<file path="config.mk">
export PLATFORM = sky130hd
export DESIGN_NAME = mult_unit
export DESIGN_NICKNAME = d
export VERILOG_FILES = /design/src/rtl/mult_unit.sv
export SDC_FILE = /design/constraint.sdc
export NUM_CORES = 1
export LEC_CHECK = 0
export CAP_MARGIN = 20
export CORE_MARGIN = 4
export CORE_UTILIZATION = 52
export DETAILED_ROUTE_END_ITERATION = 8
export PLACE_DENSITY = 0.78
export SYNTH_ARGS = -nofsm -noshare
export SYNTH_HDL_FRONTEND = slang
export SYNTH_SLANG_ARGS = --single-unit
</file>
<file path="constraint.sdc">
create_clock -name clk -period 3.8 [get_ports clk]
set_clock_uncertainty 0.1 [all_clocks]
set_input_delay 0.57 -clock clk [delete_from_list [all_inputs] [get_ports clk]]
set_output_delay 0.57 -clock clk [all_outputs]
set_load 0.01 [all_outputs]
</file>
<file path="src/rtl/mult_unit.sv">
// Iterative shift-add signed multiplier that sits beside the EX-stage ALU.
// Stalls the pipeline while a MULT runs, then commits the product into HI/LO.
module mult_unit #(
    parameter int          DATA_W  = 32,
    parameter logic [3:0]  MULT_OP = 4'd14,
    parameter int          CNT_W   = 6
) (
    input  logic              clk,
    input  logic              arst_n,
    input  logic              ex_valid,
    input  logic [3:0]        alu_control,
    input  logic [DATA_W-1:0] operand_a,
    input  logic [DATA_W-1:0] operand_b,
    input  logic              flush,
    output logic              stall,
    output logic              busy,
    output logic              done,
    output logic [DATA_W-1:0] hi,
    output logic [DATA_W-1:0] lo
);

    typedef enum logic [1:0] {
        S_IDLE = 2'd0,
        S_RUN  = 2'd1,
        S_DONE = 2'd2
    } state_e;

    localparam logic [CNT_W-1:0] CNT_INIT = CNT_W'(DATA_W);
    localparam logic [CNT_W-1:0] CNT_LAST = CNT_W'(1);

    state_e              state_q, state_d;
    logic [DATA_W:0]     acc_q, acc_d;
    logic [DATA_W-1:0]   mcand_q, mcand_d;
    logic [DATA_W-1:0]   mplier_q, mplier_d;
    logic [CNT_W-1:0]    cnt_q, cnt_d;
    logic                neg_q, neg_d;
    logic [DATA_W-1:0]   hi_q, hi_d;
    logic [DATA_W-1:0]   lo_q, lo_d;
    logic                busy_q, busy_d;
    logic                done_q, done_d;

    logic                start;
    logic [DATA_W-1:0]   abs_a, abs_b;
    logic [DATA_W:0]     sum;
    logic [DATA_W:0]     shift_acc;
    logic [DATA_W-1:0]   shift_mplier;
    logic [2*DATA_W-1:0] prod_mag, prod;

    // Flush outranks start; ex_valid low behaves like any non-MULT code.
    assign start = ex_valid && (alu_control == MULT_OP) && !flush;

    always_comb begin
        // Unsigned negation maps -2^(DATA_W-1) onto itself, which is its magnitude.
        abs_a = operand_a[DATA_W-1] ? -operand_a : operand_a;
        abs_b = operand_b[DATA_W-1] ? -operand_b : operand_b;

        sum          = mplier_q[0] ? (acc_q + {1'b0, mcand_q}) : acc_q;
        shift_acc    = {1'b0, sum[DATA_W:1]};
        shift_mplier = {sum[0], mplier_q[DATA_W-1:1]};
        prod_mag     = {shift_acc[DATA_W-1:0], shift_mplier};
        prod         = neg_q ? -prod_mag : prod_mag;
    end

    always_comb begin
        state_d  = state_q;
        acc_d    = acc_q;
        mcand_d  = mcand_q;
        mplier_d = mplier_q;
        cnt_d    = cnt_q;
        neg_d    = neg_q;
        hi_d     = hi_q;
        lo_d     = lo_q;

        unique case (state_q)
            S_IDLE: begin
                if (start) begin
                    mcand_d  = abs_a;
                    mplier_d = abs_b;
                    neg_d    = operand_a[DATA_W-1] ^ operand_b[DATA_W-1];
                    acc_d    = '0;
                    cnt_d    = CNT_INIT;
                    state_d  = S_RUN;
                end
            end
            S_RUN: begin
                if (flush) begin
                    // Aborted MULT: partial product dropped, HI/LO untouched.
                    state_d = S_IDLE;
                end else begin
                    acc_d    = shift_acc;
                    mplier_d = shift_mplier;
                    cnt_d    = cnt_q - CNT_LAST;
                    if (cnt_q == CNT_LAST) begin
                        hi_d    = prod[2*DATA_W-1:DATA_W];
                        lo_d    = prod[DATA_W-1:0];
                        state_d = S_DONE;
                    end
                end
            end
            S_DONE: begin
                // The MULT still in EX here is the one just finished; never restart it.
                state_d = S_IDLE;
            end
            default: begin
                state_d = S_IDLE;
            end
        endcase

        busy_d = (state_d == S_RUN);
        done_d = (state_d == S_DONE);
    end

    always_ff @(posedge clk or negedge arst_n) begin
        if (!arst_n) begin
            state_q  <= S_IDLE;
            acc_q    <= '0;
            mcand_q  <= '0;
            mplier_q <= '0;
            cnt_q    <= '0;
            neg_q    <= 1'b0;
            hi_q     <= '0;
            lo_q     <= '0;
            busy_q   <= 1'b0;
            done_q   <= 1'b0;
        end else begin
            state_q  <= state_d;
            acc_q    <= acc_d;
            mcand_q  <= mcand_d;
            mplier_q <= mplier_d;
            cnt_q    <= cnt_d;
            neg_q    <= neg_d;
            hi_q     <= hi_d;
            lo_q     <= lo_d;
            busy_q   <= busy_d;
            done_q   <= done_d;
        end
    end

    // The stall is combinational so the issuing cycle already holds IF/ID/EX.
    assign stall = arst_n && (((state_q == S_IDLE) && start) ||
                              ((state_q == S_RUN) && !flush));
    assign busy  = busy_q;
    assign done  = done_q;
    assign hi    = hi_q;
    assign lo    = lo_q;

endmodule

</file>
Word level (Yosys, flattened, before mapping)
Cells that the tools add are included.

storage, ports and cells
  bits of input ports = 72
  word-level logic and storage cells = 53
  bits in registers = 172
  output and inout bits = 67

operators by class
  bitwise operators = 2
  muxes and demuxes = 17
  equal/unequal tests = 7
  reduce and logical (&&, ||, !) cells = 12
  $add $sub $neg = 5

operator list
  operator                                                             count
  32-bit two-way mux                                                   4
  33-bit two-way mux                                                   3
  33-bit one-hot mux with 2 select lines                               1
  64-bit two-way mux                                                   1
  32-bit negation                                                      2
  64-bit negation                                                      1
  32-bit one-hot mux with 2 select lines                               1
  33-bit by 32-bit adder with 33-bit output                            1
  6-bit two-way mux                                                    2
  6-bit one-hot mux with 2 select lines                                1
  6-bit by 1-bit == test with 1-bit output (second input constant)     1
  2-bit two-way mux                                                    3
  3-bit AND reduction                                                  2
  6-bit by 1-bit subtractor with 6-bit output (second input constant)  1
  1-bit logical AND                                                    5
  2-bit by 1-bit == test with 1-bit output (second input constant)     2
  4-bit == test (second input constant)                                1
  2-bit != test (second input constant)                                2
  2-bit one-hot mux with 2 select lines                                1
  2-bit == test (second input constant)                                1
  2-bit logical NOT                                                    1
  2-bit AND reduction                                                  1
  2-bit nonzero test                                                   1
  1-bit logical NOT                                                    1
  other kinds (3)                                                      3

Depth between registers and ports, before layout
Gate-level depths: netlist (run 1).

  word-level depth = 6
  depth in mapped cells = 14
  gate-level depth less buffers = 13

Worst setup path after synthesis (run 1)
No wires, ideal clock.

  path type = register to register
  start point = register acc_q[0]
  end point = register hi_q[21], in the netlist hi[21]
  buffers on the path = 0
  setup time = 0.129 ns
  period minus slack after synthesis = 4.096 ns
  slack = -0.296 ns
  required time = 3.571 ns
  arrival time = 3.867 ns
  cell stages (with the launch flop) = 13
  cell sequence = dfrtp_1 ha_1 fa_1 xor2_1 mux2i_1 or4b_4 or3_1 or3_4 or3b_4 or4_4 o21ai_2 xnor2_1 o21ai_1

on the way
  longest elaborated chain between the ends = 4

ends and longest elaborated chain
  element                                    RTL line  source
  start, declared                            32        logic [DATA_W:0] acc_q, acc_d;
  start signal, assigned                     116       acc_q <= '0;
  start signal, assigned                     127       acc_q <= acc_d;
  33-bit by 32-bit adder with 33-bit output  57        sum = mplier_q[0] ? (acc_q + {1'b0, mcand_q}) : acc_q;
  33-bit two-way mux (*)                     57
  64-bit negation                            61        prod = neg_q ? -prod_mag : prod_mag;
  64-bit two-way mux (*)                     61
  end signal, assigned                       132       hi_q <= hi_d;
  end, declared                              37        logic [DATA_W-1:0] hi_q, hi_d;

Every way passes the cells marked *; elsewhere a longest branch is shown, timed or not.
A chain may end at the register's enable or synchronous reset.

Final worst setup path (run 1)
  start point = register mplier_q[21]
  end point = register hi_q[21], in the netlist hi[21]

on the way
  longest elaborated chain between the ends = 2

ends and longest elaborated chain
  element                 RTL line  source
  start, declared         34        logic [DATA_W-1:0] mplier_q, mplier_d;
  start signal, assigned  129       mplier_q <= mplier_d;
  64-bit negation         61
  64-bit two-way mux      61

Every way passes these cells.

==> metrics.md, run 1 <==
| Metric | Value |
|---|---|
| Final Worst Setup Slack | -0.2061 ns |
| CP startpoint | mplier_q[21] |
| CTS tree | built |
| Flops & latches, synth | 171 |
| IO Pins | 139 |
| Fin area | 15020 um^2 |
| Crit path depth | 11 |
| Die area | 24640 um^2 |
| Flop pwr share | 30.1% |
| Least-Margin Pin Slew | 0.9080 ns |
| Reg2Reg Setup Slack | -0.21 ns |
| CP Class | reg2reg |
| Post-Route WL | 34130 um |
| Reg2reg end | hi[21] |
| Hold Buf Count CTS | 0 |
| Die Width | 157.0 um |
| Global-route wire length before repair | 54710 um |
| Largest net degree at the start of global routing | 113 |
| Post-Synthesis Cells | 1376 |
| Depth of the worst register-to-register path | 11 |
| Leak Pwr | 6.679 nW |
| Sw Ratio | 39.56% |
| Vias in the first global route | 10.87k |
| Grt total ovfl | 0 |
| Die Y | 157.0 um |
| Clock power share | 20.9% |
| Endpoints failing setup | 12 |
| Initial Util | 52.87% |
| Worst path top cell family by delay | simple AND/OR/NAND/NOR gates |
| Ys async rst share | 100.0% |
| Slew headroom | 39.47% |
| Clk buf depth | 2 |
| Vias | 11.37k |
| Clock Sinks | 171 |
| GP Congestion | 0.9762 |
| Crit path largest cell delay | 0.53 ns |
| Peak VDD IR | 0.4089 mV |
| Inserted Clock Buffers | 17 |
| Worst-path clk slew | 0.07 ns |
| CP dominant cell by count | or4_4 |
| Commonest non-fill, non-tap cell in the layout | nand2_1 |
| Buffers on Ports | 138 |
| Clock latency on the worst-skew pair | 0.44 ns |
| Hold Vio Cnt, Final | 0 |
| Fin cells | 1920 |
| Core area | 21820 um^2 |
| Syn avg cell area | 8.386 um^2 |
| Diodes inserted | 0 |
| Slowest CP cell | or4_4 |
| Critical Path Start Type | flop |
| Post-DP Area | 14250 um^2 |
| Routed WL per cell | 17.78 um |
| Vias per inst | 5.922 |
| DP HPWL | 26060 um |
| Total Nets Final | 1737 |
| Crit path time final | 4.006 ns |
| Cell-internal power | 0.005005 W |
| Area grow syn2layout | 30.18% |
| Drt drc | 0 |
| Failing checks | negative setup slack |
| Row count | 54 |
| Root buffer cell | clkbuf_16 |
| RR Startpoint | mplier_q[21] |
| Post-Synthesis Cell Area | 11540 um^2 |
| 1st-iter DRT viols | 764 |
| Crit-path cells | or4_4, or2_4, or4_4, buf_4, or3_1, or3_4, or3b_4, or4_4, o21ai_2, xnor2_1, o21ai_1 |
| Dpl cells | 1883 |
| CP bufs+invs | 1 |
| Critical Path RT | 4.01 ns |
| Final worst path period share | 105.4% |
| Initial antenna violation count | 0 |
| Dominant synthesized flop cell | dfrtp_1 |
| RSZ-0062 raised after global routing | true |
| Hold Path Class | in2async |
| Setup crit end | hi[21] |
| EDFF count, synth | 0 |
| Syn nets | 1486 |
| Tot GR Track Use | 27.67% |
| Pre-antenna DRT Iters | 5 |
| Power per cell area | 551.3 nW/um^2 |
| YS warnings | 0 |
| Commonest non-fill, non-tap cells in the layout | 231 x nand2_1, 206 x o21ai_0, 171 x dfrtp_1 |
| CP endpoint kind | flop |
| Switching pwr | 0.003276 W |
| Final Max Tran Viols | 0 |
| Seq/Total Area, Yosys | 37.09% |
| Comb pwr share | 49.0% |
| Setup TNS | -1.471 ns |
| Post-route ant nets | 0 |
| Crit path arrival time | 4.21 ns |
| Crit-path max FO | 3 |
| Max frequency | 249.6 MHz |
| Netlist cell types | 86 |
| H-tree levels | 4 |
| Share of layout cells above drive strength 1 | 16.83% |
| Max-cap violations | 0 |
| Status | finished with violations |
-- repair_timing --
item / 4_1_cts / 5_1_grt
setup buffers: 0 / 4
gates resized for setup: 15 / 25
endpoints found under the setup margin: 16 / 19
pin swaps: 10 / 11
cloned: 0 / 0
-- flip-flops by register name (all words and copies together) (netlist names) --
register and count:
acc_q 32, hi 32, lo 32, mcand_q 32
mplier_q 32, cnt_q 6, state_q 2, busy 1
done 1, neg_q 1
-- worst reg2reg max path, delay by kind of cell (launching register included) --
kind,cells,cell delay (ns)
and+or+nand+nor,7,2.91
AOI/OAI and AO/OA,2,0.21
buffers and inverters,1,0.15
xor gates and xnor gates,1,0.13
DFF,1,0.38
-- final cells by class --
class,instances,area (um^2)
clock inverter,13,141.4
inverter,25,93.84
multi-input combinational,1101,7005
tap,280,350.3
sequential,171,4279
fill,1785,6803
clock buffer,19,432.9
timing repair buffer,311,2718
-- routing by layer --
| layer | GRT usage, % | up-vias | share of wire [%] |
|---|---|---|---|
| li1 | - | 5478 | - |
| met1 | 36.60 | 5444 | 42 |
| met2 | 46.14 | 371 | 48 |
| met3 | 4.399 | 77 | 5.9 |
| met4 | 10.12 | 0 | 3.2 |
| met5 | 0 | - | 0 |
-- cell families after synthesis --
family	synth area share (%)
AOI/OAI and AO/OA	22.89
and+or+nand+nor	20.71
DFF	37.09
xor gates and xnor gates	10.02
buffers and inverters	3.774
muxes	1.334
adders and majority gates	4.186
-- cell usage after synthesis, drive strengths merged, types with 25 or more instances --
cell type	n	area, um^2
clkbuf	72	300.3
a21oi	41	205.2
or3	34	230.2
inv	25	93.84
dfrtp	171	4279
xnor2	35	306.5
ha	37	462.9
nand2	235	884.6
o31ai	35	267.8
xor2	97	849.6
nor2	50	190.2
o21ai	230	1155
nand3	34	170.2
-- worst min path at each step --
stage / start / cells after the start / slack [ns] / end
6_report: arst_n / 2 / 0.17 / acc_q[28]
4_1_cts: arst_n / 2 / 0.19 / hi[14]
5_1_grt: arst_n / 2 / 0.23 / done
2_1_floorplan: arst_n / 0 / 0.17 / acc_q[0]
3_5_place_dp: lo[28] / 2 / 0.37 / lo[28]
3_3_place_gp: hi[5] / 2 / 0.36 / hi[5]
-- power groups by stage --
stage	sequential, W	clock [W]	combinational [W]
final	0.00249	0.00173	0.00406
after global routing	0.00253	0.00182	0.00443
after CTS	0.00249	0.00174	0.00393
after floorplan	0.00250	0	0.00219
after global placement	0.00251	0	0.00375
after detailed placement	0.00252	0	0.00386
-- stage by stage --
step	hold slack, ns	util (%)	power (W)	setup slack (ns)
floorplan	0.1744	-	0.004685	-0.06995
global placement	0.3566	65.28	0.006260	-0.1022
detailed placement	0.3704	65.28	0.006376	-0.2224
CTS	0.1934	68.17	0.008164	-0.2243
global route	0.2300	68.83	0.008784	-0.4153
finish	0.1744	68.83	0.008281	-0.2061
(Power assumes the default switching activity.)
==> inputs of run 2 (changes only) <==
--- a/config.mk
+++ b/config.mk
@@ -9,5 +9,5 @@
 export CORE_MARGIN = 4
-export CORE_UTILIZATION = 52
+export CORE_UTILIZATION = 35
 export DETAILED_ROUTE_END_ITERATION = 8
-export PLACE_DENSITY = 0.78
+export SKIP_CTS_REPAIR_TIMING = 1
 export SYNTH_ARGS = -nofsm -noshare
--- a/constraint.sdc
+++ b/constraint.sdc
@@ -4,2 +4,2 @@
 set_output_delay 0.57 -clock clk [all_outputs]
-set_load 0.01 [all_outputs]
+set_load 0.1 [all_outputs]
==> run 2 against run 1 <==
The run still ends with negative setup slack left. Fmax increased by 1.2%. Sequential cell count unchanged. Non-clock buffer count increased by 6. Largest power group unchanged. Register-to-register slack improved by 0.05 ns.
==> metrics.md, run 2 (synthesis gave the netlist of run 1 again) <==
| Metric | Value |
|---|---|
| Status | finished with violations |
| Failing checks | negative setup slack |
| Max-cap violations | 0 |
| RR Startpoint | mcand_q[0] |
| Max frequency | 252.6 MHz |
| Endpoints failing setup | 9 |
| Reg2Reg Setup Slack | -0.16 ns |
| Largest net degree at the start of global routing | 172 |
| Critical Path Start Type | flop |
| Tot GR Track Use | 19.53% |
| Final Worst Setup Slack | -0.1585 ns |
| Total Nets Final | 1743 |
| Vias | 10.94k |
| Least-Margin Pin Slew | 1.060 ns |
| Root buffer cell | clkbuf_16 |
| Dpl cells | 2053 |
| Clk buf depth | 2 |
| Inserted Clock Buffers | 17 |
| Pre-antenna DRT Iters | 5 |
| 1st-iter DRT viols | 696 |
| Power per cell area | 574.0 nW/um^2 |
| Initial Util | 35.46% |
| Commonest non-fill, non-tap cells in the layout | 232 x nand2_1, 212 x o21ai_0, 173 x buf_4 |
| Routed WL per cell | 17.05 um |
| Crit path time final | 3.958 ns |
| Buffers on Ports | 138 |
| WHS | 0.1713 ns |
| Post-route ant nets | 0 |
| Hold Path Class | in2async |
| Worst-path clk slew | 0.08 ns |
| H-tree levels | 4 |
| IO Pins | 139 |
| Area grow syn2layout | 32.41% |
| Die Y | 189.6 um |
| CP Class | reg2reg |
| CTS tree | built |
| Vias per inst | 5.240 |
| Crit path arrival time | 4.17 ns |
| Die Width | 189.6 um |
| Slew headroom | 29.09% |
| Critical Path RT | 4.01 ns |
| Vias in the first global route | 10.88k |
| DP HPWL | 27430 um |
| Initial antenna violation count | 0 |
| Setup crit end | hi[21] |
| Final worst path period share | 104.2% |
| Core Util, Final | 46.96% |
| Final Max Tran Viols | 0 |
| Crit-path max FO | 5 |
| Grt total ovfl | 0 |
| Diodes inserted | 0 |
| Tot Pwr | 0.008770 W |
| Peak VDD IR | 0.3606 mV |
| Clock latency on the worst-skew pair | 0.44 ns |
| GP Congestion | 0.9155 |
| Fin cells | 2088 |
| CP startpoint | mcand_q[0] |
| Hold Vio Cnt, Final | 0 |
| Post-DP Area | 14550 um^2 |
| Row count | 66 |
| Clock Sinks | 171 |
| CP endpoint kind | flop |
| Leak Pwr | 6.726 nW |
| Post-Route WL | 35590 um |
| Drt drc | 0 |
| Die area | 35940 um^2 |
| Commonest non-fill, non-tap cell in the layout | nand2_1 |
| Core area | 32540 um^2 |
| Depth of the worst register-to-register path | 12 |
| Global-route wire length before repair | 56750 um |
| Share of layout cells above drive strength 1 | 16.95% |
| Fin area | 15280 um^2 |
| RSZ-0062 raised after global routing | true |
| Reg2reg end | hi[21] |
## run 2: layout make-up
class,instances,area (um^2)
fill,3196,17260
multi-input combinational,1101,6969
sequential,171,4279
timing repair buffer,317,2794
tap,442,553.0
clock buffer,18,439.2
clock inverter,14,150.1
inverter,25,93.84
## run 2: where the power goes
part | internal (W) | switching (W) | leakage [nW] | total, W
sequential | 0.00217 | 0.000313 | 2.27 | 0.00249
combinational | 0.00190 | 0.00261 | 4.16 | 0.00451
clock | 0.000898 | 0.000876 | 0.288 | 0.00177
total | 0.00497 | 0.00380 | 6.73 | 0.00877
## run 2: how the worst min path moves through the flow
stage / slack, ns / end / cells after the start
3_3_place_gp: 0.36 / hi[5] / 2
5_1_grt: 0.28 / cnt_q[0] / 2
2_1_floorplan: 0.17 / acc_q[0] / 0
3_5_place_dp: 0.36 / hi[5] / 2
4_1_cts: 0.26 / cnt_q[4] / 2
6_report: 0.17 / busy / 2
## run 2: stage by stage
stage / setup slack [ns] / TNS [ns]
global placement: -0.1263 / -0.7543
finish: -0.1585 / -0.9073
floorplan: -0.06995 / -0.1890
CTS: -0.1909 / -1.351
global route: -0.2682 / -2.583
detailed placement: -0.1845 / -1.323
## run 2: per-layer routing
metal  up-vias  track usage [%]  routed length [um]
li1       5494                -                   -
met1      5175            25.30               16100
met2       221            33.99               17430
met3        51            2.642                1147
met4         0            6.066                 906
met5         -                0                   0
## run 2: critical path, cell delays in order (launching register included)
cell     delay, ns
dfrtp_1       0.42
ha_4          0.18
fa_2          0.38
xor2_1        0.17
mux2i_1       0.18
or4b_4        0.48
or3_1         0.32
or3_4         0.38
or3b_4        0.44
or4_4         0.44
o21ai_2       0.14
xnor2_1       0.13
o21ai_1       0.07
==> inputs of run 3 (changes only) <==
- HOLD_SLACK_MARGIN: not set -> 0.03
==> results of run 3 <==
Final layout, timing and power as in run 2 (identical DEF).
